`config.mk`:
```
export PLATFORM = sky130hd
export DESIGN_NAME = id_ex_stage
export DESIGN_NICKNAME = d
export VERILOG_FILES = /design/src/rtl/id_ex_stage_pkg.sv /design/src/rtl/ld_use_hazard.sv /design/src/rtl/id_ex_stage.sv
export SDC_FILE = /design/constraint.sdc
export NUM_CORES = 1
export LEC_CHECK = 0
export ABC_CLOCK_PERIOD_IN_PS = 2700
export CAP_MARGIN = 15
export CORE_ASPECT_RATIO = 1.2
export CORE_MARGIN = 8
export CORE_UTILIZATION = 35
export CTS_BUF_LIST = sky130_fd_sc_hd__clkbuf_4 sky130_fd_sc_hd__clkbuf_8
export DETAILED_ROUTE_END_ITERATION = 8
export GPL_TIMING_DRIVEN = 0
export PLACE_DENSITY_LB_ADDON = 0.3
export SLEW_MARGIN = 20
export SYNTH_ARGS = -nofsm -noshare
export SYNTH_HDL_FRONTEND = slang
export SYNTH_SLANG_ARGS = --single-unit
```
`constraint.sdc`:
```
create_clock -name clk -period 2.7 [get_ports clk]
set_clock_uncertainty 0.1 [all_clocks]
set_input_delay 0.54 -clock clk [delete_from_list [all_inputs] [get_ports clk]]
set_output_delay 0.54 -clock clk [all_outputs]
set_load 0.03 [all_outputs]
```
`src/rtl/id_ex_stage_pkg.sv`:
```
// id_ex_stage_pkg: shared opcode codes (inst[6:2]) and the canonical NOP encoding
// used by the ID/EX pipeline register and its load-use hazard detector.
package id_ex_stage_pkg;

    localparam logic [4:0] OPC_LOAD   = 5'b00000;
    localparam logic [4:0] OPC_STORE  = 5'b01000;
    localparam logic [4:0] OPC_OP     = 5'b01100;
    localparam logic [4:0] OPC_BRANCH = 5'b11000;

    // addi x0, x0, 0: what EX sees whenever a bubble occupies the stage
    localparam logic [31:0] NOP_INST = 32'h0000_0013;

    // Only register-register ALU ops, stores and branches actually read rs2;
    // OP_IMM and LOAD reuse those bits as immediate, so they never create a
    // dependency through the rs2 field.
    function automatic logic uses_rs2(input logic [4:0] opc);
        return (opc == OPC_OP) || (opc == OPC_STORE) || (opc == OPC_BRANCH);
    endfunction

endpackage

```
`src/rtl/ld_use_hazard.sv`:
```
// ld_use_hazard: purely combinational load-use detector. Flags when the load
// sitting in EX writes a non-zero register that the instruction in ID reads.
module ld_use_hazard
    import id_ex_stage_pkg::*;
#(
    parameter int RFW = 5,
    parameter int IW  = 32
) (
    input  logic [IW-1:0] ex_inst,
    input  logic          ex_valid,
    input  logic [IW-1:0] id_inst,
    input  logic          id_valid,
    output logic          hazard
);

    logic [4:0]     ex_opc;
    logic [4:0]     id_opc;
    logic [RFW-1:0] ex_rd;
    logic [RFW-1:0] id_rs1;
    logic [RFW-1:0] id_rs2;
    logic           unused_fields;

    assign ex_opc = ex_inst[6:2];
    assign id_opc = id_inst[6:2];
    assign ex_rd  = ex_inst[7 +: RFW];
    assign id_rs1 = id_inst[15 +: RFW];
    assign id_rs2 = id_inst[20 +: RFW];

    // funct/immediate bits play no part in the dependency check
    assign unused_fields = ^{ex_inst, id_inst};

    // x0 is never a real destination, so a load to x0 can never cause a stall
    always_comb begin
        hazard = 1'b0;
        if (ex_valid && (ex_opc == OPC_LOAD) && (ex_rd != '0) && id_valid) begin
            hazard = (id_rs1 == ex_rd) || ((id_rs2 == ex_rd) && uses_rs2(id_opc));
        end
    end

endmodule

```
`src/rtl/id_ex_stage.sv`:
```
// id_ex_stage: ID/EX pipeline register with load-use bubble injection.
// Operands arrive already forwarded; forwarding cannot cover a LOAD result,
// so a dependent instruction is held in ID while LDUSE_BUBBLES NOPs go to EX.
// Optional feature: define STALL_CNT_EN to build the saturating bubble counter
// behind stall_cnt; otherwise stall_cnt is tied to zero.
// LDUSE_BUBBLES must be 1..3 (bubble count is a 2-bit down-counter).
module id_ex_stage
    import id_ex_stage_pkg::*;
#(
    parameter int RFW           = 5,
    parameter int DW            = 32,
    parameter int IW            = 32,
    parameter int AW            = 32,
    parameter int LDUSE_BUBBLES = 2
) (
    input  logic          clk,
    input  logic          rst,
    input  logic          id_valid,
    input  logic [IW-1:0] id_inst,
    input  logic [AW-1:0] id_pc,
    input  logic [DW-1:0] id_imm,
    input  logic [DW-1:0] id_rs1data,
    input  logic [DW-1:0] id_rs2data,
    input  logic          ex_ready,
    input  logic          flush,
    output logic          ex_valid,
    output logic [IW-1:0] ex_inst,
    output logic [AW-1:0] ex_pc,
    output logic [DW-1:0] ex_imm,
    output logic [DW-1:0] ex_rs1data,
    output logic [DW-1:0] ex_rs2data,
    output logic          id_stall,
    output logic [31:0]   stall_cnt
);

    localparam logic [IW-1:0] NOP           = IW'(NOP_INST);
    localparam logic [1:0]    BUBBLE_RELOAD = 2'(LDUSE_BUBBLES - 1);

    logic          ex_valid_q,   ex_valid_d;
    logic [IW-1:0] ex_inst_q,    ex_inst_d;
    logic [AW-1:0] ex_pc_q,      ex_pc_d;
    logic [DW-1:0] ex_imm_q,     ex_imm_d;
    logic [DW-1:0] ex_rs1data_q, ex_rs1data_d;
    logic [DW-1:0] ex_rs2data_q, ex_rs2data_d;
    logic [1:0]    cnt_q,        cnt_d;
    logic          hazard;

    ld_use_hazard #(
        .RFW (RFW),
        .IW  (IW)
    ) u_ld_use_hazard (
        .ex_inst  (ex_inst_q),
        .ex_valid (ex_valid_q),
        .id_inst  (id_inst),
        .id_valid (id_valid),
        .hazard   (hazard)
    );

    // Priority mux: flush > downstream stall > owed bubbles > new hazard > advance
    always_comb begin
        ex_valid_d   = ex_valid_q;
        ex_inst_d    = ex_inst_q;
        ex_pc_d      = ex_pc_q;
        ex_imm_d     = ex_imm_q;
        ex_rs1data_d = ex_rs1data_q;
        ex_rs2data_d = ex_rs2data_q;
        cnt_d        = cnt_q;
        id_stall     = 1'b0;
        if (flush) begin
            ex_valid_d = 1'b0;
            ex_inst_d  = NOP;
            cnt_d      = 2'd0;
        end else if (!ex_ready) begin
            id_stall = 1'b1;
        end else if (cnt_q != 2'd0) begin
            ex_valid_d = 1'b0;
            ex_inst_d  = NOP;
            cnt_d      = cnt_q - 2'd1;
            id_stall   = 1'b1;
        end else if (hazard) begin
            ex_valid_d = 1'b0;
            ex_inst_d  = NOP;
            cnt_d      = BUBBLE_RELOAD;
            id_stall   = 1'b1;
        end else begin
            ex_valid_d   = id_valid;
            ex_inst_d    = id_valid ? id_inst : NOP;
            ex_pc_d      = id_pc;
            ex_imm_d     = id_imm;
            ex_rs1data_d = id_rs1data;
            ex_rs2data_d = id_rs2data;
        end
    end

    // Pipeline register and bubble down-counter
    always_ff @(posedge clk) begin
        if (rst) begin
            ex_valid_q   <= 1'b0;
            ex_inst_q    <= NOP;
            ex_pc_q      <= '0;
            ex_imm_q     <= '0;
            ex_rs1data_q <= '0;
            ex_rs2data_q <= '0;
            cnt_q        <= 2'd0;
        end else begin
            ex_valid_q   <= ex_valid_d;
            ex_inst_q    <= ex_inst_d;
            ex_pc_q      <= ex_pc_d;
            ex_imm_q     <= ex_imm_d;
            ex_rs1data_q <= ex_rs1data_d;
            ex_rs2data_q <= ex_rs2data_d;
            cnt_q        <= cnt_d;
        end
    end

`ifdef STALL_CNT_EN
    logic        bubble_inject;
    logic [31:0] stall_cnt_q, stall_cnt_d;

    // A bubble counts only when the pipe actually advances with a NOP
    assign bubble_inject = !flush && ex_ready && ((cnt_q != 2'd0) || hazard);

    // Saturating increment so the counter never wraps back to a small value
    always_comb begin
        stall_cnt_d = stall_cnt_q;
        if (bubble_inject && (stall_cnt_q != 32'hFFFF_FFFF)) begin
            stall_cnt_d = stall_cnt_q + 32'd1;
        end
    end

    // Bubble counter register, cleared only by reset
    always_ff @(posedge clk) begin
        if (rst) begin
            stall_cnt_q <= 32'd0;
        end else begin
            stall_cnt_q <= stall_cnt_d;
        end
    end

    assign stall_cnt = stall_cnt_q;
`else
    assign stall_cnt = 32'd0;
`endif

    assign ex_valid   = ex_valid_q;
    assign ex_inst    = ex_inst_q;
    assign ex_pc      = ex_pc_q;
    assign ex_imm     = ex_imm_q;
    assign ex_rs1data = ex_rs1data_q;
    assign ex_rs2data = ex_rs2data_q;

endmodule

```
### After elaboration in Yosys (flattened, before gate mapping)

Cells that the tools add are included.

| cells by class | value |
|---|---|
| multiplexer cells | 12 |
| add/subtract/negate cells | 1 |
| reduce and logical (&&, ||, !) cells | 14 |
| bitwise gates (word level) | 3 |
| equality and inequality tests | 5 |

Operators by type and width:

| cell | count |
|---|---|
| 32-bit two-way mux | 3 |
| 5-bit by 4-bit equality test with 1-bit output, second input constant | 2 |
| 5-bit equality test | 2 |
| 1-bit two-way mux | 7 |
| 5-bit equality test, second input constant | 1 |
| 5-bit logical NOT | 1 |
| 5-bit nonzero test | 1 |
| 1-bit logical AND | 4 |
| 2-bit two-way mux | 2 |
| 4-bit AND reduction | 1 |
| 2-bit nonzero test | 2 |
| 1-bit logical OR | 3 |
| 1-bit inverter | 3 |
| 2-bit AND reduction | 1 |
| 2-bit OR reduction | 1 |
| 2-bit by 1-bit subtractor with 2-bit output, second input constant | 1 |

| word-level totals | value |
|---|---|
| flip-flop bits (word level) | 163 |
| output and inout bits | 194 |
| input bits | 165 |
| logic and storage cells | 42 |

### Logic depth before layout (Yosys ltp)

| logic depth | value |
|---|---|
| depth after elaboration | 10 |
| gate-level depth with buffers | 8 |
| gate-level depth less buffers | 6 |

### Hierarchy

A second synthesis with hierarchy kept.

| unflattened totals | value |
|---|---|
| cells, all modules | 760 |
| area, all modules | 7,420.9 um^2 |

Modules (own cells, without submodules):

| module | cells an instance | seq. area each (um^2) | instances | area each (um^2) |
|---|---|---|---|---|
| id_ex_stage | 740 | 3,263.1 | 1 | 7,258.2 |
| ld_use_hazard | 20 | 0.0 | 1 | 162.7 |

### Least setup slack after synthesis

Ideal clock, no wire load.

| timing path | value |
|---|---|
| path type | input to output |
| start | in id_inst[6] |
| end | out id_stall |
| cell stages on the path | 6 |
| slack | 0.198 ns |
| arrival time | 1.862 ns |
| data required time | 2.060 ns |
| path buffers | 0 |
| path through | a211oi_1 nand4_1 nor4_1 o221a_2 nor2_1 a21oi_1 |

| between the ends | value |
|---|---|
| cells in the longest elaborated chain, start to end | 10 |
| elaborated cells between the ends (all ways) | 12 |
| those cells by class | 3 x eq/ne; 5 x mux; 4 x reduce/logical |

Ends and longest elaborated chain:

| item | line | source |
|---|---|---|
| start, declared | id_ex_stage.sv:19 | `input logic [IW-1:0] id_inst,` |
| 5-bit by 4-bit equality test with 1-bit output | id_ex_stage_pkg.sv:17 | `return (opc == OPC_OP) \|\| (opc == OPC_STORE) \|\| (opc == OPC_BRANCH);` |
| 1-bit logical OR | id_ex_stage_pkg.sv:17 |  |
| 1-bit logical OR * | id_ex_stage_pkg.sv:17 |  |
| 1-bit logical AND * | ld_use_hazard.sv:36 | `hazard = (id_rs1 == ex_rd) \|\| ((id_rs2 == ex_rd) && uses_rs2(id_opc));` |
| 1-bit logical OR * | ld_use_hazard.sv:36 |  |
| 1-bit two-way mux * | ld_use_hazard.sv:35 | `if (ex_valid && (ex_opc == OPC_LOAD) && (ex_rd != '0) && id_valid) begin` |
| 1-bit two-way mux * | id_ex_stage.sv:80 | `end else if (hazard) begin` |
| 1-bit two-way mux * | id_ex_stage.sv:75 | `end else if (cnt_q != 2'd0) begin` |
| 1-bit two-way mux * | id_ex_stage.sv:73 | `end else if (!ex_ready) begin` |
| 1-bit two-way mux * | id_ex_stage.sv:69 | `if (flush) begin` |
| end, declared | id_ex_stage.sv:32 | `output logic id_stall,` |

Every way passes the cells marked *; elsewhere a longest branch is shown, timed or not.

### Final worst setup path

| timing path | value |
|---|---|
| start | reg ex_inst_q[8] (netlist: ex_inst[8]) |
| end | out id_stall |

| between the ends | value |
|---|---|
| cells in the longest elaborated chain, start to end | 8 |
| elaborated cells between the ends (all ways) | 12 |
| those cells by class | 2 x eq/ne; 5 x mux; 5 x reduce/logical |

Ends and longest elaborated chain:

| item | line | source |
|---|---|---|
| start, declared | id_ex_stage.sv:40 | `logic [IW-1:0] ex_inst_q, ex_inst_d;` |
| start signal, assigned | id_ex_stage.sv:107 | `ex_inst_q <= ex_inst_d;` |
| 5-bit equality test / 5-bit nonzero test (equally long branches) | ld_use_hazard.sv:36, ld_use_hazard.sv:35 |  |
| 1-bit logical AND, on equally long branches | ld_use_hazard.sv:36, ld_use_hazard.sv:35 |  |
| 1-bit logical OR / 1-bit logical AND (equally long branches) | ld_use_hazard.sv:36, ld_use_hazard.sv:35 |  |
| 1-bit two-way mux * | ld_use_hazard.sv:35 |  |
| 1-bit two-way mux * | id_ex_stage.sv:80 |  |
| 1-bit two-way mux * | id_ex_stage.sv:75 |  |
| 1-bit two-way mux * | id_ex_stage.sv:73 |  |
| 1-bit two-way mux * | id_ex_stage.sv:69 |  |

Marks and branches as above.

==> results.sh <==
export IMPL_start_util=0.354
export IMPL_rsz0062_at_grt="false"
export IMPL_fin_area_um2=11500
export IMPL_dieArea_um2=25900
export IMPL_fillers=1902
export IMPL_route_vias_total=6071
export IMPL_yosys_warnings=0
export IMPL_cts_clk_slew_worst_paths_ns=0.10
export IMPL_vias_per_cell=4.46
export IMPL_drt_pass1_iterations=4
export IMPL_grt_use_total=0.180
export IMPL_synth_area_um2=7350
export IMPL_worstSkewPairLatency_ns=0.45
export IMPL_min_path_type="input pin to register"
export IMPL_detail_route_antenna_nets=0
export IMPL_grt_pass1_vias=6421
export IMPL_initialDrtViolationCount=165
export IMPL_grt_max_degree=17
export IMPL_layout_min_cycle_time_ns=2.59
export IMPL_worst_ep_required_time_ns=2.06
export IMPL_synth_top_area_frac=0.444
export IMPL_cts_root_buf="clkbuf_8"
export IMPL_die_y_um=175
export IMPL_fin_crit_sh=0.960
export IMPL_vdd_drop_max_mv=0.313
export IMPL_htreeDepth=4
export IMPL_clockBufferDepth=2
export IMPL_rows=58
export IMPL_outcome="complete, no violations"
export IMPL_critPathMaxFanout=5
export IMPL_critPathArrivalTime_ns=1.95
export IMPL_rr_startpoint="ex_inst[8]$_SDFFE_PP0P_"
export IMPL_r2r_setup_slack_ns=0.22
export IMPL_drv_cap=0
export IMPL_drcViolationCount=0
export IMPL_gp_congestion=0.762
export IMPL_portBuffers=325
export IMPL_clock_sinks=163
export IMPL_grt_first_pass_wirelength_um=36700
export IMPL_dp_slack_ns=-0.911
export IMPL_antenna_cells=0
export IMPL_holdBufCountCts=0
export IMPL_setup_ws_ns=0.107
export IMPL_regArea_um2=3270
export IMPL_wl_per_cell_um=17.6
export IMPL_yosysUniqueCellTypes=31
export IMPL_die_w_um=148
export IMPL_core_area_um2=20800
export IMPL_synth_sequential_area_ratio=0.444
export IMPL_hold_worst_slack_ns=0.282
export IMPL_finalNonFillerCells=1361
export IMPL_avgSynthCellArea_um2=10.5
export IMPL_start_kind="register"
export IMPL_drive_gt1_frac=0.0907
export IMPL_max_freq_ghz=0.386
export IMPL_drv_slew=0
export IMPL_tritoncts="built"
export IMPL_area_growth_synth_to_final_pct=56.4
export IMPL_dp_hpwl_um=18800
export IMPL_tns_ns=0
export IMPL_hold_depth=2
export IMPL_grt_overflow_total=0
export IMPL_relSlewSlack=0.512
export IMPL_grt_antenna_before_repair=1
export IMPL_routed_wl_um=23900
export IMPL_synth_area_top_cells="dfxtp_1 (44%), nand2b_1 (22%), mux2i_1 (17%), buf_12 (3.5%), a22o_1 (3.5%)"
export IMPL_place_inst=1327
export IMPL_hold_viol_final=0
export IMPL_r2r_end="ex_imm[4]$_SDFFE_PP0P_"
export IMPL_ys_seq_elements=163
export IMPL_r2r_cells=7
export IMPL_setup_violations=0
export IMPL_power_leakage_nw=4.42
export IMPL_powerDensity_nw_per_um2=481
export IMPL_io_pins=359
export IMPL_critPathKind="register to output port"
export IMPL_tightest_slew_ns=0.733
export IMPL_yosysTopAreaCell="dfxtp_1"
export IMPL_synth_cells=701
export IMPL_crit_start="ex_inst[8]$_SDFFE_PP0P_"
export IMPL_place_area_um2=11100
export IMPL_p_total_mw=5.53
export IMPL_end_kind="output port"
export IMPL_multi_input_area_um2=3590
export IMPL_nets=1243
export IMPL_numCtsBuffers=17
export IMPL_cp_endpoint="id_stall"
export IMPL_final_util=0.554
## layout by cell type, fill, tap and decap left out, types with 5 or more instances in the layout
cell type,synthesis,final
conb_1,1,32
clkdlybuf4s50_1,0,312
clkbuf_1,32,32
dfxtp_1,163,158
buf_12,13,13
buf_4,32,34
nand2b_1,257,257
dlygate4sd2_1,0,10
mux2i_1,128,128
nor2_1,6,5
a22o_1,29,29
xor2_1,5,5
xnor2_1,5,5
clkbuf_8,0,18
## flip-flops by register name, indices dropped and copies added (netlist names)
name        flops
cnt_q           2
ex_imm         32
ex_inst        32
ex_pc          32
ex_rs1data     32
ex_rs2data     32
ex_valid        1
## timing repair
action | in CTS | in global routing
setup buffers | 1 | 1
setup endpoints to repair | 1 | 1
resized for setup | 31 | 6
pin swaps | 5 | 3
## worst min path at each step
stage / endpoint / startpoint
6_report: ex_inst[23]$_SDFFE_PP0P_ / id_inst[23]
3_3_place_gp: ex_inst[23]$_SDFFE_PP0P_ / ex_inst[23]$_SDFFE_PP0P_
2_1_floorplan: cnt_q[0]$_SDFFE_PP0P_ / cnt_q[0]$_SDFFE_PP0P_
5_1_grt: ex_inst[6]$_SDFFE_PP0P_ / id_inst[6]
3_5_place_dp: ex_inst[21]$_SDFFE_PP0P_ / ex_inst[21]$_SDFFE_PP0P_
4_1_cts: ex_inst[6]$_SDFFE_PP0P_ / id_inst[6]
## cells by family (layout without fill, tap and decap cells)
logic type,after synthesis,after routing,synth area share
DFF,163,163,0.444
other,1,32,0.000510
muxes,128,128,0.174
xor gates and xnor gates,10,10,0.0119
and+or+nand+nor,278,278,0.238
buffers and inverters,84,443,0.0895
AOI/OAI and AO/OA,37,37,0.0415
## synth_stat cells
cell        n
nand3b_1    1
nand3_1     2
nand4_1     1
buf_2       3
a21oi_1     4
mux2i_1   128
a211oi_1    1
buf_12     13
buf_4      32
nand2b_1  257
nor4_4      1
or3_1       1
or4_1       1
a21o_1      1
xnor2_1     5
o21ai_0     1
and3_1      1
nand2_1     1
nor4b_4     1
buf_6       1
xor2_1      5
inv_1       3
nor2_1      6
nor2b_1     1
o221a_2     1
clkbuf_1   32
nor4_1      2
dfxtp_1   163
a22o_1     29
conb_1      1
nor3_1      2
## routing by layer
layer	global-route usage	share of wire
met1	0.196	0.40
met2	0.316	0.50
met3	0.0735	0.092
met4	0.0494	0.014
met5	0	0.00054
## power breakdown
group	leakage, nW	internal, mW	switching, mW	total (mW)
Sequential	1.33	2.51	0.0596	2.57
Combinational	2.91	0.624	0.583	1.21
Clock	0.184	0.790	0.967	1.76
## final cells by class
type,count,share of cell area
clock inverters,12,0.0106
clock buffers,20,0.0229
repair buffers,327,0.283
flip-flops and latches,163,0.285
well taps,270,0.0294
plain buffers,81,0.0563
multi-input cells,485,0.312
inverters,3,0.000979
## critical path, cell delays in order (launching register included)
cell	delay (ns)
dfxtp_2	0.37
or4_1	0.54
o221a_4	0.28
nor2_4	0.10
a21oi_2	0.07
buf_6	0.15
No activity file was read; power rests on OpenSTA's default activity.
